===== src/rtl/router_pkg.sv =====
// Shared types and constants for the 1x3 router packet-sequencing controller.
package router_pkg;

    localparam int ADDR_W    = 2;
    localparam int NUM_PORTS = 3;

    localparam logic [ADDR_W-1:0] ADDR_INVALID = 2'b11;

    typedef enum logic [2:0] {
        DECODE_ADDRESS     = 3'd0,
        LOAD_FIRST_DATA    = 3'd1,
        LOAD_DATA          = 3'd2,
        WAIT_TILL_EMPTY    = 3'd3,
        FIFO_FULL_STATE    = 3'd4,
        LOAD_AFTER_FULL    = 3'd5,
        LOAD_PARITY        = 3'd6,
        CHECK_PARITY_ERROR = 3'd7
    } state_t;

endpackage


===== src/rtl/router_port_sel.sv =====
// Combinational 3:1 selector picking the empty flag and soft reset of the addressed FIFO.
module router_port_sel
    import router_pkg::*;
(
    input  logic [ADDR_W-1:0]    empty_addr,
    input  logic [ADDR_W-1:0]    sr_addr,
    input  logic [NUM_PORTS-1:0] fifo_empty,
    input  logic [NUM_PORTS-1:0] soft_reset,
    output logic                 empty_sel,
    output logic                 sr_sel
);

    // Address 3 never names a FIFO, so it selects an inactive flag.
    always_comb begin
        empty_sel = 1'b0;
        case (empty_addr)
            2'd0:    empty_sel = fifo_empty[0];
            2'd1:    empty_sel = fifo_empty[1];
            2'd2:    empty_sel = fifo_empty[2];
            default: empty_sel = 1'b0;
        endcase
    end

    always_comb begin
        sr_sel = 1'b0;
        case (sr_addr)
            2'd0:    sr_sel = soft_reset[0];
            2'd1:    sr_sel = soft_reset[1];
            2'd2:    sr_sel = soft_reset[2];
            default: sr_sel = 1'b0;
        endcase
    end

endmodule


===== src/rtl/router_fsm.sv =====
// Packet-sequencing FSM for the 1x3 router: decodes headers and drives the
// register block and FIFO write path through header, payload, parity and full handling.
module router_fsm
    import router_pkg::*;
(
    input  logic              clk,
    input  logic              resetn,
    input  logic              pkt_valid,
    input  logic [ADDR_W-1:0] data_in,
    input  logic              fifo_full,
    input  logic              fifo_empty_0,
    input  logic              fifo_empty_1,
    input  logic              fifo_empty_2,
    input  logic              soft_reset_0,
    input  logic              soft_reset_1,
    input  logic              soft_reset_2,
    input  logic              parity_done,
    input  logic              low_pkt_valid,
    output logic              detect_add,
    output logic              lfd_state,
    output logic              ld_state,
    output logic              full_state,
    output logic              laf_state,
    output logic              rst_int_reg,
    output logic              write_enb_reg,
    output logic              busy
);

    state_t              state_q, state_d;
    logic [ADDR_W-1:0]   addr_q, addr_d;
    logic [ADDR_W-1:0]   empty_addr;
    logic                empty_sel;
    logic                sr_sel;
    logic                addr_ok;

    // The header is still on data_in while decoding, so look at it directly there.
    assign empty_addr = (state_q == DECODE_ADDRESS) ? data_in : addr_q;
    assign addr_ok    = (data_in != ADDR_INVALID);

    router_port_sel u_port_sel (
        .empty_addr (empty_addr),
        .sr_addr    (addr_q),
        .fifo_empty ({fifo_empty_2, fifo_empty_1, fifo_empty_0}),
        .soft_reset ({soft_reset_2, soft_reset_1, soft_reset_0}),
        .empty_sel  (empty_sel),
        .sr_sel     (sr_sel)
    );

    always_ff @(posedge clk or negedge resetn) begin
        if (!resetn) begin
            state_q <= DECODE_ADDRESS;
            addr_q  <= '0;
        end else begin
            state_q <= state_d;
            addr_q  <= addr_d;
        end
    end

    always_comb begin
        state_d = state_q;
        addr_d  = addr_q;

        case (state_q)
            DECODE_ADDRESS: begin
                if (pkt_valid && addr_ok) begin
                    addr_d  = data_in;
                    state_d = empty_sel ? LOAD_FIRST_DATA : WAIT_TILL_EMPTY;
                end
            end
            LOAD_FIRST_DATA: state_d = LOAD_DATA;
            LOAD_DATA: begin
                if (fifo_full)       state_d = FIFO_FULL_STATE;
                else if (!pkt_valid) state_d = LOAD_PARITY;
            end
            FIFO_FULL_STATE: begin
                if (!fifo_full) state_d = LOAD_AFTER_FULL;
            end
            LOAD_AFTER_FULL: begin
                if (parity_done)        state_d = DECODE_ADDRESS;
                else if (low_pkt_valid) state_d = LOAD_PARITY;
                else                    state_d = LOAD_DATA;
            end
            LOAD_PARITY: state_d = CHECK_PARITY_ERROR;
            CHECK_PARITY_ERROR: begin
                state_d = fifo_full ? FIFO_FULL_STATE : DECODE_ADDRESS;
            end
            WAIT_TILL_EMPTY: begin
                if (empty_sel) state_d = LOAD_FIRST_DATA;
            end
            default: state_d = DECODE_ADDRESS;
        endcase

        // A timeout on the addressed FIFO abandons the packet from any state.
        if (state_q != DECODE_ADDRESS && sr_sel)
            state_d = DECODE_ADDRESS;
    end

    always_comb begin
        detect_add    = (state_q == DECODE_ADDRESS);
        lfd_state     = (state_q == LOAD_FIRST_DATA);
        ld_state      = (state_q == LOAD_DATA);
        full_state    = (state_q == FIFO_FULL_STATE);
        laf_state     = (state_q == LOAD_AFTER_FULL);
        rst_int_reg   = (state_q == CHECK_PARITY_ERROR);
        write_enb_reg = (state_q == LOAD_DATA) || (state_q == LOAD_PARITY)
                     || (state_q == LOAD_AFTER_FULL);
        busy          = (state_q != DECODE_ADDRESS) && (state_q != LOAD_DATA);
    end

endmodule

===== config.mk =====
export PLATFORM = sky130hd
export DESIGN_NAME = router_fsm
export DESIGN_NICKNAME = d
export VERILOG_FILES = /design/src/rtl/router_pkg.sv /design/src/rtl/router_port_sel.sv /design/src/rtl/router_fsm.sv
export SDC_FILE = /design/constraint.sdc
export NUM_CORES = 1
export LEC_CHECK = 0
export ABC_CLOCK_PERIOD_IN_PS = 4800
export BUFFER_PORTS_ARGS = -buffer_cell sky130_fd_sc_hd__buf_4
export CAP_MARGIN = 40
export CELL_PAD_IN_SITES_DETAIL_PLACEMENT = 1
export CELL_PAD_IN_SITES_GLOBAL_PLACEMENT = 1
export CORE_MARGIN = 2
export CORE_UTILIZATION = 36
export DETAILED_ROUTE_END_ITERATION = 6
export PLACE_DENSITY = 0.87
export SKIP_LAST_GASP = 1
export SLEW_MARGIN = 0
export SYNTH_ARGS = -nofsm -noshare
export SYNTH_HDL_FRONTEND = slang
export SYNTH_SLANG_ARGS = --single-unit

===== constraint.sdc =====
create_clock -name clk -period 4.8 [get_ports clk]
set_clock_uncertainty 0.1 [all_clocks]
set_input_delay 0.24 -clock clk [delete_from_list [all_inputs] [get_ports clk]]
set_output_delay 0.24 -clock clk [all_outputs]
set_load 0.05 [all_outputs]

After elaboration in Yosys (flattened, before gate mapping)
Cells that the tools add are included.

Register bits after elaboration: 5. Bits of input ports: 14. Output and inout port bits: 8. Word-level logic and storage cells: 44.

Equality and inequality tests: 17. Reductions and logical operators: 11. Multiplexer cells: 14.

Operators by type and width (count): 2-to-1 mux 3 bit (9); one-hot mux 3 bit (8 select lines) (1); == test 3 bit (second input constant) (4); == test 3 x 2 -> 1 bit (second input constant) (2); != test 3 x 2 -> 1 bit (second input constant) (2); one-hot mux 1 bit (3 select lines) (2); == test 2 x 1 -> 1 bit (second input constant) (2); == test 2 bit (second input constant) (2); logical NOT 2 bit (2); 2-to-1 mux 2 bit (2); != test 4 x 3 -> 1 bit (second input constant) (1); AND reduction 4 bit (1); == test 3 x 1 -> 1 bit (second input constant) (1); logical AND 1 bit (3); logical NOT 3 bit (1); != test 3 x 1 -> 1 bit (second input constant) (1); != test 3 bit (second input constant) (1); nonzero test 3 bit (1); logical OR 1 bit (2); != test 2 bit (second input constant) (1); AND reduction 2 bit (1).

Longest topological paths before layout
Word-level depth: 8. Gate-level depth with buffers: 5. Depth with buffers taken out: 4.

By module
A second synthesis with hierarchy kept.

Cell total of the unflattened synthesis: 56. Area total of the unflattened synthesis: 431.7 um^2.

By module, submodules not included: router_fsm (area each 386.6 um^2, cells each 50, instances 1, seq. area each 125.1 um^2); router_port_sel (area each 45.0 um^2, cells each 6, instances 1, seq. area each 0.0 um^2).

Least setup slack after synthesis
No wires, ideal clock.

Path kind: reg2reg. Start point: register state_q[1]. End point: register state_q[2]. Slack: 2.582 ns. Setup time: 0.067 ns. Arrival time: 2.051 ns. Required time: 4.633 ns. Clock period less this slack: 2.218 ns. Cell stages (with the launch flop): 5. Buffers on the path: 1. Cell sequence: dfrtp_1 > buf_4 > nor3_1 > nor3b_1 > a32o_1.

Elaborated cells on any way between the ends: 22. Classes of those cells: eq/ne: 13; mux: 4; reduce/logical: 5.

RTL lines: start: declaration (RTL line router_fsm.sv:29) `state_t state_q, state_d;`; start signal: assignment (RTL line router_fsm.sv:54) `state_q <= state_d;`; == test 3 bit *; named net full_state (RTL line router_fsm.sv:22) `output logic full_state,`; one-hot mux 3 bit (8 select lines) / != test 3 x 2 -> 1 bit (equally long branches); 2-to-1 mux 3 bit / AND reduction 4 bit (equally long branches).

Mark *: on every way through the listed nets, which the timed path passes. The rest lies on a longest branch. A chain may end at the register's enable or synchronous reset.

Worst setup path in the final report
Start point: register state_q[2]. End point: output full_state.

Word-level cells in the longest chain between the ends: 1.

RTL lines: == test 3 bit (RTL line router_fsm.sv:102) `full_state = (state_q == FIFO_FULL_STATE);`; end: declaration (RTL line router_fsm.sv:22).

Every way passes these cells.

==> flow_summary.json <==
{
  "worstPathCellList": "inv_1, nor3_1, buf_4",
  "synthesis.area_per_instance_um2": 9.046,
  "route.top_layer_used": "met4",
  "placedCellCount": 94,
  "min-delay-path-class": "input pin to flip-flop",
  "gpl.final_weighted_congestion": 0.7935,
  "synth-seq-cells": 5,
  "htreeDepth": 1,
  "layout_common_cells": "buf_4 (21), nor2_1 (7), nand2_1 (6), dfrtp_1 (5)",
  "timing_max_transition_violations_final": 0,
  "drt_first_iter_violations": 9,
  "reg2reg_slack_ps": 3070,
  "run_status": "completed",
  "synthesis.nets": 75,
  "met2_routed_length_um": 758,
  "required_ps": 4460,
  "final_layout_size_suffix_gt1_share_pct": 40.96,
  "tritoncts": "done",
  "initial_utilization_pct": 37.50,
  "grt_overflow": 0,
  "worst-slew-pin-transition_ps": 425.4,
  "power-per-cell-area_nw_per_um2": 645.0,
  "buffers_and_inverters_on_the_worst_path": 2,
  "post_synthesis_sequential_area_ratio_pct": 22.68,
  "r2r_cells": 4,
  "fmax_ghz": 0.5507,
  "crit_path_end_kind": "output pin",
  "numCtsBuffers": 3,
  "start_kind": "flip-flop",
  "grt_max_degree": 13,
  "antenna-diode-count": 0,
  "finalHoldViolations": 0,
  "final.fill_count": 185,
  "layout_commonest_cell": "buf_4",
  "grt_first_pass_wirelength_um": 2642,
  "async_reset_ff_share_pct": 100.0,
  "synth_edf_count": 0,
  "worst_path_class_setup": "flip-flop to output pin",
  "path_delay_family": "flip-flops",
  "setup_violations": 0,
  "synth_area_um2": 551.8,
  "grt_antenna_before_repair": 0,
  "synth_flop_cell": "dfrtp_1",
  "number_of_gates_given_a_new_drive_strength_after_cts": 0,
  "clock-sinks": 5,
  "worst_skew_pair.late_latency_ps": 260,
  "crit_end": "full_state",
  "die_w_um": 43.15,
  "grtUsageTotal_pct": 19.93,
  "rsz0062_at_grt": "no",
  "timing.max_slew.rel_slack_pct": 71.64,
  "boundaryPins": 22,
  "wirelength_um": 1618,
  "route.detailed.drc": 0,
  "synth_cells": 61,
  "antenna_left": 0,
  "die_y_um": 43.15,
  "period_minus_slack_ps": 1816,
  "synth_cell_type_count": 35,
  "ir_drop_v": 0.0002436,
  "max_cap_viol_count": 0,
  "final_min_period_over_clock_period_pct": 37.83,
  "routed_wire_length_on_met3_um": 79,
  "avgRoutedWirePerCell_um": 16.34,
  "root_buffer": "clkbuf_4",
  "via_count": 569,
  "fin_tns_setup_ps": 0,
  "number_of_global_route_vias_before_repair": 588,
  "cts_buffer_depth": 2,
  "floorplan.die_area_um2": 1862,
  "port_buffers": 21,
  "via_per_inst": 5.747,
  "met1_length_um": 731,
  "leakagePower_nw": 0.3428,
  "cpPeakStageDelay_ps": 560,
  "stdcell_count": 99,
  "drt-pass1-iter-count": 4,
  "post_cts_setup_bufs": 0,
  "fin_worst_hold_slack_ps": 137.1,
  "rows": 14,
  "num-nets-final": 98,
  "floorplan.core_area_um2": 1471,
  "cp_num_cells": 3,
  "place_hpwl_um": 1223,
  "syn2layout_area_growth_pct": 31.29,
  "cp_slowest_cell": "dfrtp_1",
  "critical_path_maximum_fanout": 11,
  "synth.yosys.warnings": 0,
  "worst_r2r_endpoint": "state_q[1]$_DFFE_PN0P_",
  "clk_transition_reported_paths_ps": 50,
  "crit-reg2reg-launch": "addr_q[1]$_DFFE_PN0P_",
  "cp.arrival_ps": 1480,
  "cp-startpoint": "state_q[2]$_DFFE_PN0P_"
}
registers in the layout, summed over array words and instances, names as in the netlist:
register  flops
addr_q        2
state_q       3
final cells by class:
cell class              instances  area (um^2)  share of cell area (%)
flip-flops and latches          5        125.1                   17.27
clock buffers                   4        26.28                   3.627
repair buffers                 22        167.7                   23.14
multi-input cells              49        374.1                   51.64
inverters                       3        11.26                   1.554
well taps                      16        20.02                   2.763
routing by layer:
layer,up-vias,global-route usage [%]
met4,0,14.55
met1,282,24.48
li1,267,-
met5,-,0
met2,14,29.85
met3,6,4.681
cells by family (layout without fill, tap and decap cells):
group / count (synthesis) / in the layout / synth area share, %
flip-flops: 5 / 5 / 22.68
buffers and inverters: 7 / 29 / 9.524
AND/OR/NAND/NOR: 29 / 29 / 31.75
AO/OA/AOI/OAI: 14 / 14 / 23.81
multiplexers: 6 / 6 / 12.24
metrics by stage:
stage	util (%)	setup slack (ps)	total power, W	area [um^2]
global placement	46.77	3094	0.0004050	688.2
detailed placement	46.77	3043	0.0004137	688.2
floorplan	-	2582	0.0003532	551.8
CTS	49.23	2981	0.0004699	724.4
finish	49.23	2984	0.0004672	724.4
global route	49.23	2870	0.0004961	724.4
Yosys cell counts, drive strengths merged, types with 2 or more instances:
cell	count	area, um^2
a22oi	2	28.78
buf	4	41.29
dfrtp	5	125.1
inv	3	11.26
mux2	3	37.53
mux2i	3	30.03
nand2	6	22.52
nand3b	2	15.01
nor2	7	26.28
nor2b	2	12.51
nor3	3	26.28
o22ai	2	12.51
worst min path at each step:
stage | start | end | cells past startpoint
2_1_floorplan | resetn | addr_q[0]$_DFFE_PN0P_ | 0
3_3_place_gp | resetn | addr_q[0]$_DFFE_PN0P_ | 1
3_5_place_dp | resetn | addr_q[0]$_DFFE_PN0P_ | 1
4_1_cts | fifo_full | state_q[2]$_DFFE_PN0P_ | 2
5_1_grt | fifo_full | state_q[2]$_DFFE_PN0P_ | 2
6_report | fifo_full | state_q[2]$_DFFE_PN0P_ | 2
power breakdown:
part | internal [W] | leakage [nW] | switching [W]
clock | 0.0000317 | 0.0150 | 0.0000220
combinational | 0.000125 | 0.265 | 0.000182
sequential | 0.0000605 | 0.0625 | 0.0000462
timing repair:
action                                 CTS  global route
setup endpoints to repair                0             0
endpoints found under the hold margin    5             0
hold buffers                             1             0
Note: power is estimated with default switching activity, not from simulation.
